$ cat src/rtl/pong_game_ctrl.sv
// Match sequencer for the pong datapath: serve timing, scoring, pause and
// end-of-match control. All outputs are registered.
module pong_game_ctrl #(
    parameter int WIN_SCORE    = 5,
    parameter int SERVE_FRAMES = 120,
    parameter int POINT_FRAMES = 60,
    parameter int SCORE_W      = 4
) (
    input  logic               clk,
    input  logic               reset,
    input  logic               frame_tick,
    input  logic               start,
    input  logic               pause,
    input  logic               miss_l,
    input  logic               miss_r,
    output logic               ball_en,
    output logic               ball_load,
    output logic               serve_dir,
    output logic [SCORE_W-1:0] score_p1,
    output logic [SCORE_W-1:0] score_p2,
    output logic               game_over,
    output logic               winner,
    output logic [2:0]         state
);

    localparam int CNT_MAX = (SERVE_FRAMES > POINT_FRAMES) ? SERVE_FRAMES : POINT_FRAMES;
    localparam int CNT_W   = $clog2(CNT_MAX + 1);

    localparam logic [CNT_W-1:0]   SERVE_CNT = CNT_W'(SERVE_FRAMES);
    localparam logic [CNT_W-1:0]   POINT_CNT = CNT_W'(POINT_FRAMES);
    localparam logic [CNT_W-1:0]   CNT_ONE   = CNT_W'(1);
    localparam logic [SCORE_W-1:0] WIN_S     = SCORE_W'(WIN_SCORE);
    localparam logic [SCORE_W-1:0] SCORE_ONE = SCORE_W'(1);

    typedef enum logic [2:0] {
        S_IDLE   = 3'd0,
        S_SERVE  = 3'd1,
        S_PLAY   = 3'd2,
        S_POINT  = 3'd3,
        S_PAUSED = 3'd4,
        S_OVER   = 3'd5
    } state_t;

    state_t             state_q, state_d;
    logic [CNT_W-1:0]   cnt_q, cnt_d;
    logic [SCORE_W-1:0] score_p1_q, score_p1_d;
    logic [SCORE_W-1:0] score_p2_q, score_p2_d;
    logic               ball_en_q, ball_en_d;
    logic               ball_load_q, ball_load_d;
    logic               serve_dir_q, serve_dir_d;
    logic               game_over_q, game_over_d;
    logic               winner_q, winner_d;
    logic               start_q, pause_q;

    logic               start_rise, pause_rise;
    logic [SCORE_W-1:0] p1_inc, p2_inc;

    assign start_rise = start & ~start_q;
    assign pause_rise = pause & ~pause_q;
    assign p1_inc     = score_p1_q + SCORE_ONE;
    assign p2_inc     = score_p2_q + SCORE_ONE;

    always_comb begin
        state_d     = state_q;
        cnt_d       = cnt_q;
        score_p1_d  = score_p1_q;
        score_p2_d  = score_p2_q;
        ball_en_d   = ball_en_q;
        ball_load_d = 1'b0;
        serve_dir_d = serve_dir_q;
        game_over_d = game_over_q;
        winner_d    = winner_q;

        case (state_q)
            S_IDLE, S_OVER: begin
                ball_en_d = 1'b0;
                if (start_rise) begin
                    state_d     = S_SERVE;
                    score_p1_d  = '0;
                    score_p2_d  = '0;
                    serve_dir_d = 1'b0;
                    cnt_d       = SERVE_CNT;
                    ball_load_d = 1'b1;
                    game_over_d = 1'b0;
                end
            end
            S_SERVE: begin
                ball_en_d = 1'b0;
                if (frame_tick) begin
                    if (cnt_q == CNT_ONE) begin
                        state_d   = S_PLAY;
                        ball_en_d = 1'b1;
                        cnt_d     = '0;
                    end else begin
                        cnt_d = cnt_q - CNT_ONE;
                    end
                end
            end
            S_PLAY: begin
                ball_en_d = 1'b1;
                // A miss outranks a simultaneous pause press.
                if (miss_l && miss_r) begin
                    state_d   = S_POINT;
                    cnt_d     = POINT_CNT;
                    ball_en_d = 1'b0;
                end else if (miss_l) begin
                    ball_en_d   = 1'b0;
                    serve_dir_d = 1'b1;
                    if (p2_inc >= WIN_S) begin
                        score_p2_d  = WIN_S;
                        state_d     = S_OVER;
                        game_over_d = 1'b1;
                        winner_d    = 1'b1;
                    end else begin
                        score_p2_d = p2_inc;
                        state_d    = S_POINT;
                        cnt_d      = POINT_CNT;
                    end
                end else if (miss_r) begin
                    ball_en_d   = 1'b0;
                    serve_dir_d = 1'b0;
                    if (p1_inc >= WIN_S) begin
                        score_p1_d  = WIN_S;
                        state_d     = S_OVER;
                        game_over_d = 1'b1;
                        winner_d    = 1'b0;
                    end else begin
                        score_p1_d = p1_inc;
                        state_d    = S_POINT;
                        cnt_d      = POINT_CNT;
                    end
                end else if (pause_rise) begin
                    state_d   = S_PAUSED;
                    ball_en_d = 1'b0;
                end
            end
            S_POINT: begin
                ball_en_d = 1'b0;
                if (frame_tick) begin
                    if (cnt_q == CNT_ONE) begin
                        state_d     = S_SERVE;
                        cnt_d       = SERVE_CNT;
                        ball_load_d = 1'b1;
                    end else begin
                        cnt_d = cnt_q - CNT_ONE;
                    end
                end
            end
            S_PAUSED: begin
                ball_en_d = 1'b0;
                if (pause_rise) begin
                    state_d   = S_PLAY;
                    ball_en_d = 1'b1;
                end
            end
            default: begin
                state_d   = S_IDLE;
                ball_en_d = 1'b0;
            end
        endcase
    end

    // Button edge registers reset high so a button held through reset is not seen as a press.
    always_ff @(posedge clk) begin
        if (reset) begin
            state_q     <= S_IDLE;
            cnt_q       <= '0;
            score_p1_q  <= '0;
            score_p2_q  <= '0;
            ball_en_q   <= 1'b0;
            ball_load_q <= 1'b0;
            serve_dir_q <= 1'b0;
            game_over_q <= 1'b0;
            winner_q    <= 1'b0;
            start_q     <= 1'b1;
            pause_q     <= 1'b1;
        end else begin
            state_q     <= state_d;
            cnt_q       <= cnt_d;
            score_p1_q  <= score_p1_d;
            score_p2_q  <= score_p2_d;
            ball_en_q   <= ball_en_d;
            ball_load_q <= ball_load_d;
            serve_dir_q <= serve_dir_d;
            game_over_q <= game_over_d;
            winner_q    <= winner_d;
            start_q     <= start;
            pause_q     <= pause;
        end
    end

    assign ball_en   = ball_en_q;
    assign ball_load = ball_load_q;
    assign serve_dir = serve_dir_q;
    assign score_p1  = score_p1_q;
    assign score_p2  = score_p2_q;
    assign game_over = game_over_q;
    assign winner    = winner_q;
    assign state     = state_q;

endmodule

$ cat config.mk
export PLATFORM = sky130hd
export DESIGN_NAME = pong_game_ctrl
export DESIGN_NICKNAME = d
export VERILOG_FILES = /design/src/rtl/pong_game_ctrl.sv
export SDC_FILE = /design/constraint.sdc
export NUM_CORES = 1
export LEC_CHECK = 0
export ABC_AREA = 1
export CELL_PAD_IN_SITES_DETAIL_PLACEMENT = 0
export CELL_PAD_IN_SITES_GLOBAL_PLACEMENT = 1
export CORE_MARGIN = 1.5
export CORE_UTILIZATION = 25
export CTS_CLUSTER_SIZE = 10
export DETAILED_ROUTE_END_ITERATION = 12
export PLACE_DENSITY = 0.64
export SYNTH_ARGS = -nofsm -noshare
export SYNTH_HDL_FRONTEND = slang
export SYNTH_SLANG_ARGS = --single-unit
$ cat constraint.sdc
create_clock -name clk -period 2.3 [get_ports clk]
set_clock_uncertainty 0.15 [all_clocks]
set_input_delay 0.46 -clock clk [delete_from_list [all_inputs] [get_ports clk]]
set_output_delay 0.46 -clock clk [all_outputs]
set_load 0.005 [all_outputs]
==> results.py, run 1 <==
metrics = {
    "cells_and_area": {
        "layout.cells.most_common_list": "nand2_1 (71), nor2_1 (40), inv_1 (32)",
        "drive_gt1_share_pct": 10.5,
        "n_fill_cell": 696,
        "syn2layout_area_growth_pct": 22.0,
        "nets": 300,
        "final_common_cell": "nand2_1",
        "diodes": 0,
        "regArea_sq_um": 500,
        "multi_input_area_sq_um": 1010,
    },
    "setup_path": {
        "crit_family": "buffers and inverters",
        "reg2reg_to": "cnt_q[2]$_SDFFE_PP0P_",
        "crit_path_start": "state[2]$_SDFFE_PP0P_",
        "r2r_start": "score_p2[0]$_SDFFE_PP0P_",
        "ff2ff_path_depth": 12,
        "crit_type": "register to primary output",
        "r2r_slack_ns": 0.48,
        "worstPathRequired_ns": 1.69,
        "cp-endpoint": "state[2]",
        "worst-path-buf-inv": 1,
        "cpPeakStageDelay_ns": 0.57,
        "crit_chain": "clkdlybuf4s50_1",
        "startpoint_type": "register",
        "crit_path_top_delay_cell": "clkdlybuf4s50_1",
        "crit_arrival_ns": 1.39,
        "path_max_fanout": 7,
        "crit_cells": 1,
        "crit_path_end_kind": "primary output",
    },
    "logic_synthesis": {
        "syn_area_sq_um": 1650,
        "syn_nets": 274,
        "synthCells": 260,
        "synth_top_area_cell": "dfxtp_1",
        "synth_cell_types": 27,
        "synth-async-reset-ratio_pct": 0,
        "yosys_warnings": 0,
        "synth.top_cell.area_share_pct": 30.3,
        "avgSynthCellArea_sq_um": 6.35,
        "ys_ff_latch": 25,
        "synthTopCellsByArea": "dfxtp_1 (30%), nand2_1 (16%), nor2_1 (9.1%), inv_1 (7.3%), nand3_1 (6.1%)",
        "ys_seq_area_share_pct": 30.3,
        "synth_ff_type": "dfxtp_1",
        "synth-edff-count": 0,
    },
    "die": {
        "die-area_sq_um": 7100,
        "io_pins": 23,
        "num_rows": 29,
        "coreArea_sq_um": 6350,
        "die_w_um": 84.3,
        "die_h_um": 84.3,
        "initial_utilization_pct": 26.0,
    },
    "clocking": {
        "cts-root-buf": "clkbuf_8",
        "ctsHoldBuffers": 0,
        "htreeDepth": 1,
        "insertion_delay_ns": 0.28,
        "clkTransAtPathRegs_ns": 0.10,
        "cts_tree": "built",
        "clk_path_buf_depth": 2,
        "cts_buffers": 3,
        "clock_sinks": 25,
        "post_cts_resize_count": 0,
        "cts_setup_buffers": 0,
    },
    "detailed_routing": {
        "drt_wl_total_um": 4170,
        "final_antenna_net_count": 0,
        "avgRoutedWirePerCell_um": 11.5,
        "avgViaCountPerCell": 4.44,
        "drtIter0Drc": 45,
        "drc": 0,
        "drt_first_pass_iters": 4,
        "route.vias.total": 1608,
    },
    "global_routing": {
        "track_usage_pct": 12.0,
        "antenna_found_initial": 0,
        "grt-ovfl-total": 0,
        "grt_start_max_net_pins": 15,
        "grt_pass1_wl_um": 6940,
        "grt_pass1_vias": 1518,
    },
    "sta": {
        "hold_slack_ns": 0.317,
        "tns_ns": 0,
        "setup_ws_ns": 0.300,
        "max_freq_ghz": 0.500,
        "rsz0062_at_grt": "false",
        "hold_viol_final": 0,
        "relSlewSlack_pct": 72.3,
        "post-route-period-util_pct": 87.0,
        "fin_crit_ns": 2.00,
        "setup_violations": 0,
        "worst_slew_pin_slew_ns": 0.415,
        "finalMaxSlewViolations": 0,
    },
    "flow_run": {
        "cap_violations": 0,
    },
    "placement": {
        "dpl_worst_slack_ns": 0.184,
        "portBuffers": 22,
        "place.gp.congestion": 0.760,
        "dp_hpwl_um": 3350,
    },
    "power": {
        "cellLeakagePower_nw": 0.894,
        "ir_drop_uv": 301,
        "p_per_area_nw_per_um2": 940,
    },
    "worst_hold_path": {
        "min_path_type": "register to register",
    },
    "outcome": {
        "status": "finished clean",
    },
}
==> layer usage <==
layer  part of all wire [%]  track usage (%)  vias to the layer above  wire [um]
met5                      0                0                        -          0
met4                    1.1             4.02                        0         46
met3                    2.9             1.67                        5        122
met2                     46             20.8                       27       1930
met1                     50             15.3                      700       2070
li1                       -                -                      876          -
==> sequential cells by signal, indices dropped and copies added, names as in the netlist <==
name and cells:
ball_en 1, ball_load 1, cnt_q 7, game_over 1
pause_q 1, score_p1 4, score_p2 4, serve_dir 1
start_q 1, state 3, winner 1
==> layout make-up <==
| type | instances | area share, % |
|---|---|---|
| well taps | 77 | 4.79 |
| repair buffers | 23 | 11.3 |
| flip-flops and latches | 25 | 24.9 |
| clock buffers | 3 | 2.05 |
| clock inverters | 1 | 0.249 |
| inverters | 35 | 6.53 |
| multi-input cells | 198 | 50.2 |
==> kinds of logic after synthesis <==
family,synth area share [%]
flops,30.3
simple gates,45.5
fa+ha+maj,5.31
buf+inv,8.42
compound gates,9.40
xor+xnor,1.06
==> power by group <==
part / leakage [nW] / internal, mW / switching (mW) / total [mW]
logic: 0.664 / 0.379 / 0.642 / 1.02
registers: 0.205 / 0.521 / 0.0829 / 0.603
clock network: 0.0255 / 0.121 / 0.147 / 0.269
==> cell usage after synthesis (2+ instances only) <==
library cell / n
clkbuf_1: 2
dfxtp_1: 25
inv_2: 3
nand3_1: 20
a21oi_1: 13
nor2_1: 40
or2_2: 2
ha_1: 7
nand3_2: 2
nand4_1: 5
nor3_1: 2
inv_1: 32
nand2_2: 5
o21ai_0: 12
nor2_2: 3
nor2_4: 5
nand2_1: 71
xor2_1: 2
==> worst min path at each step <==
stage | to | depth (start not counted) | from | slack, ns
3_3_place_gp | game_over$_SDFFE_PP0P_ | 2 | game_over$_SDFFE_PP0P_ | 0.31
5_1_grt | game_over$_SDFFE_PP0P_ | 2 | game_over$_SDFFE_PP0P_ | 0.33
3_5_place_dp | game_over$_SDFFE_PP0P_ | 2 | game_over$_SDFFE_PP0P_ | 0.30
2_1_floorplan | game_over$_SDFFE_PP0P_ | 2 | game_over$_SDFFE_PP0P_ | 0.29
4_1_cts | game_over$_SDFFE_PP0P_ | 2 | game_over$_SDFFE_PP0P_ | 0.32
6_report | game_over$_SDFFE_PP0P_ | 2 | game_over$_SDFFE_PP0P_ | 0.32
==> stage by stage <==
step	util, %	area (sq um)	std cells	total power, mW
floorplan	-	1650	260	1.36
detailed placement	31.0	1970	358	1.65
finish	31.7	2010	362	1.89
global placement	31.0	1970	358	1.66
global route	31.7	2010	362	2.11
CTS	31.7	2010	362	1.93
No activity file was read; power rests on OpenSTA's default activity.
==> run 2, diff against run 1 <==
--- a/config.mk
+++ b/config.mk
@@ -9,10 +9,10 @@
 export CELL_PAD_IN_SITES_DETAIL_PLACEMENT = 0
 export CELL_PAD_IN_SITES_GLOBAL_PLACEMENT = 1
 export CORE_MARGIN = 1.5
-export CORE_UTILIZATION = 25
+export CORE_UTILIZATION = 35
 export CTS_CLUSTER_SIZE = 10
 export DETAILED_ROUTE_END_ITERATION = 12
-export PLACE_DENSITY = 0.64
+export PLACE_DENSITY = 0.82
 export SYNTH_ARGS = -nofsm -noshare
 export SYNTH_HDL_FRONTEND = slang
 export SYNTH_SLANG_ARGS = --single-unit
==> results.py, run 2 (synthesized netlist as in run 1, its figures left out) <==
metrics = {
    "detailed_routing": {
        "avgViaCountPerCell": 4.77,
        "route.vias.total": 1608,
        "drt_wl_total_um": 3880,
        "final_antenna_net_count": 0,
        "drc": 0,
        "drt_first_pass_iters": 4,
        "avgRoutedWirePerCell_um": 11.5,
        "drtIter0Drc": 47,
    },
    "die": {
        "num_rows": 24,
        "die_w_um": 71.7,
        "die_h_um": 71.7,
        "die-area_sq_um": 5140,
        "io_pins": 23,
        "initial_utilization_pct": 37.1,
        "coreArea_sq_um": 4440,
    },
    "setup_path": {
        "crit_path_top_delay_cell": "clkdlybuf4s50_1",
        "cpPeakStageDelay_ns": 0.57,
        "crit_chain": "clkdlybuf4s50_1",
        "crit_type": "register to primary output",
        "crit_arrival_ns": 1.37,
        "worst-path-buf-inv": 1,
        "path_max_fanout": 7,
        "startpoint_type": "register",
        "crit_family": "buffers and inverters",
        "worstPathRequired_ns": 1.69,
        "crit_path_end_kind": "primary output",
    },
    "global_routing": {
        "grt_pass1_wl_um": 6760,
        "track_usage_pct": 16.2,
        "grt_start_max_net_pins": 14,
        "grt_pass1_vias": 1545,
        "antenna_found_initial": 0,
        "grt-ovfl-total": 0,
    },
    "cells_and_area": {
        "nets": 300,
        "layout.cells.most_common_list": "nand2_1 (71), nor2_1 (40), inv_1 (32)",
        "syn2layout_area_growth_pct": 20.0,
        "top_register": "cnt_q",
        "diodes": 0,
        "drive_gt1_share_pct": 10.2,
        "final_common_cell": "nand2_1",
        "largest_reg_flops": 7,
    },
    "sta": {
        "hold_slack_ns": 0.319,
        "rsz0062_at_grt": "false",
        "worst_slew_pin_slew_ns": 0.427,
        "hold_viol_final": 0,
        "relSlewSlack_pct": 71.5,
        "setup_violations": 0,
        "finalMaxSlewViolations": 0,
        "fin_crit_ns": 1.98,
        "max_freq_ghz": 0.506,
        "tns_ns": 0,
        "post-route-period-util_pct": 85.9,
    },
    "power": {
        "p_per_area_nw_per_um2": 953,
        "ir_drop_uv": 475,
        "cellLeakagePower_nw": 0.891,
    },
    "clocking": {
        "clkTransAtPathRegs_ns": 0.10,
        "insertion_delay_ns": 0.27,
        "post_cts_resize_count": 0,
        "cts_buffers": 3,
        "cts-root-buf": "clkbuf_8",
        "cts_setup_buffers": 0,
        "clock_sinks": 25,
        "cts_tree": "built",
        "clk_path_buf_depth": 2,
        "htreeDepth": 1,
        "ctsHoldBuffers": 0,
    },
    "flow_run": {
        "cap_violations": 0,
    },
    "placement": {
        "place.gp.congestion": 0.893,
        "portBuffers": 22,
        "dp_hpwl_um": 2990,
    },
    "worst_hold_path": {
        "min_path_type": "register to register",
    },
    "outcome": {
        "status": "finished clean",
    },
}
-- run 2: cell types whose count changed in the layout (fill, tap and decap cells not counted), sizes merged --
cell,change
clkinv,-1
clkbuf,+1
-- run 2: cell type report --
type / instances / area, sq um
clock buffer: 4 / 45.0
multi-input combinational: 198 / 1010
timing repair buffer: 23 / 228
inverter: 35 / 131
fill: 520 / 2460
tap: 52 / 65.1
sequential: 25 / 500
-- run 2: final timing paths --
kind,startpoint,to,slack (ns),cells past startpoint
worst min register to register,game_over$_SDFFE_PP0P_,game_over$_SDFFE_PP0P_,0.32,2
worst min-delay path,game_over$_SDFFE_PP0P_,game_over$_SDFFE_PP0P_,0.32,2
worst max register to register,score_p2[0]$_SDFFE_PP0P_,cnt_q[2]$_SDFFE_PP0P_,0.41,12
worst max-delay path,state[2]$_SDFFE_PP0P_,state[2],0.32,1
-- run 2: through the flow --
stage | instance area [sq um] | power [mW] | cells | setup WS (ns) | utilization (%)
2_1_floorplan | 1650 | 1.36 | 260 | 0.640 | -
3_3_place_gp | 1940 | 1.62 | 333 | 0.208 | 43.6
5_1_grt | 1980 | 2.08 | 337 | 0.112 | 44.6
6_report | 1980 | 1.89 | 337 | 0.323 | 44.6
4_1_cts | 1980 | 1.90 | 337 | 0.311 | 44.6
3_5_place_dp | 1940 | 1.63 | 333 | 0.225 | 43.6
-- run 2: power by group --
part	switching, mW	internal (mW)
Combinational	0.636	0.379
Clock	0.147	0.124
Sequential	0.0826	0.521
Total	0.865	1.02
-- run 2: per-layer routing --
layer,routed length (um),GRT usage (%),vias up,share of wire (%)
li1,-,-,878,-
met1,2000,21.6,709,52
met2,1730,28.1,19,45
met4,23,3.14,0,0.59
met3,120,2.25,2,3.1
met5,0,0,-,0
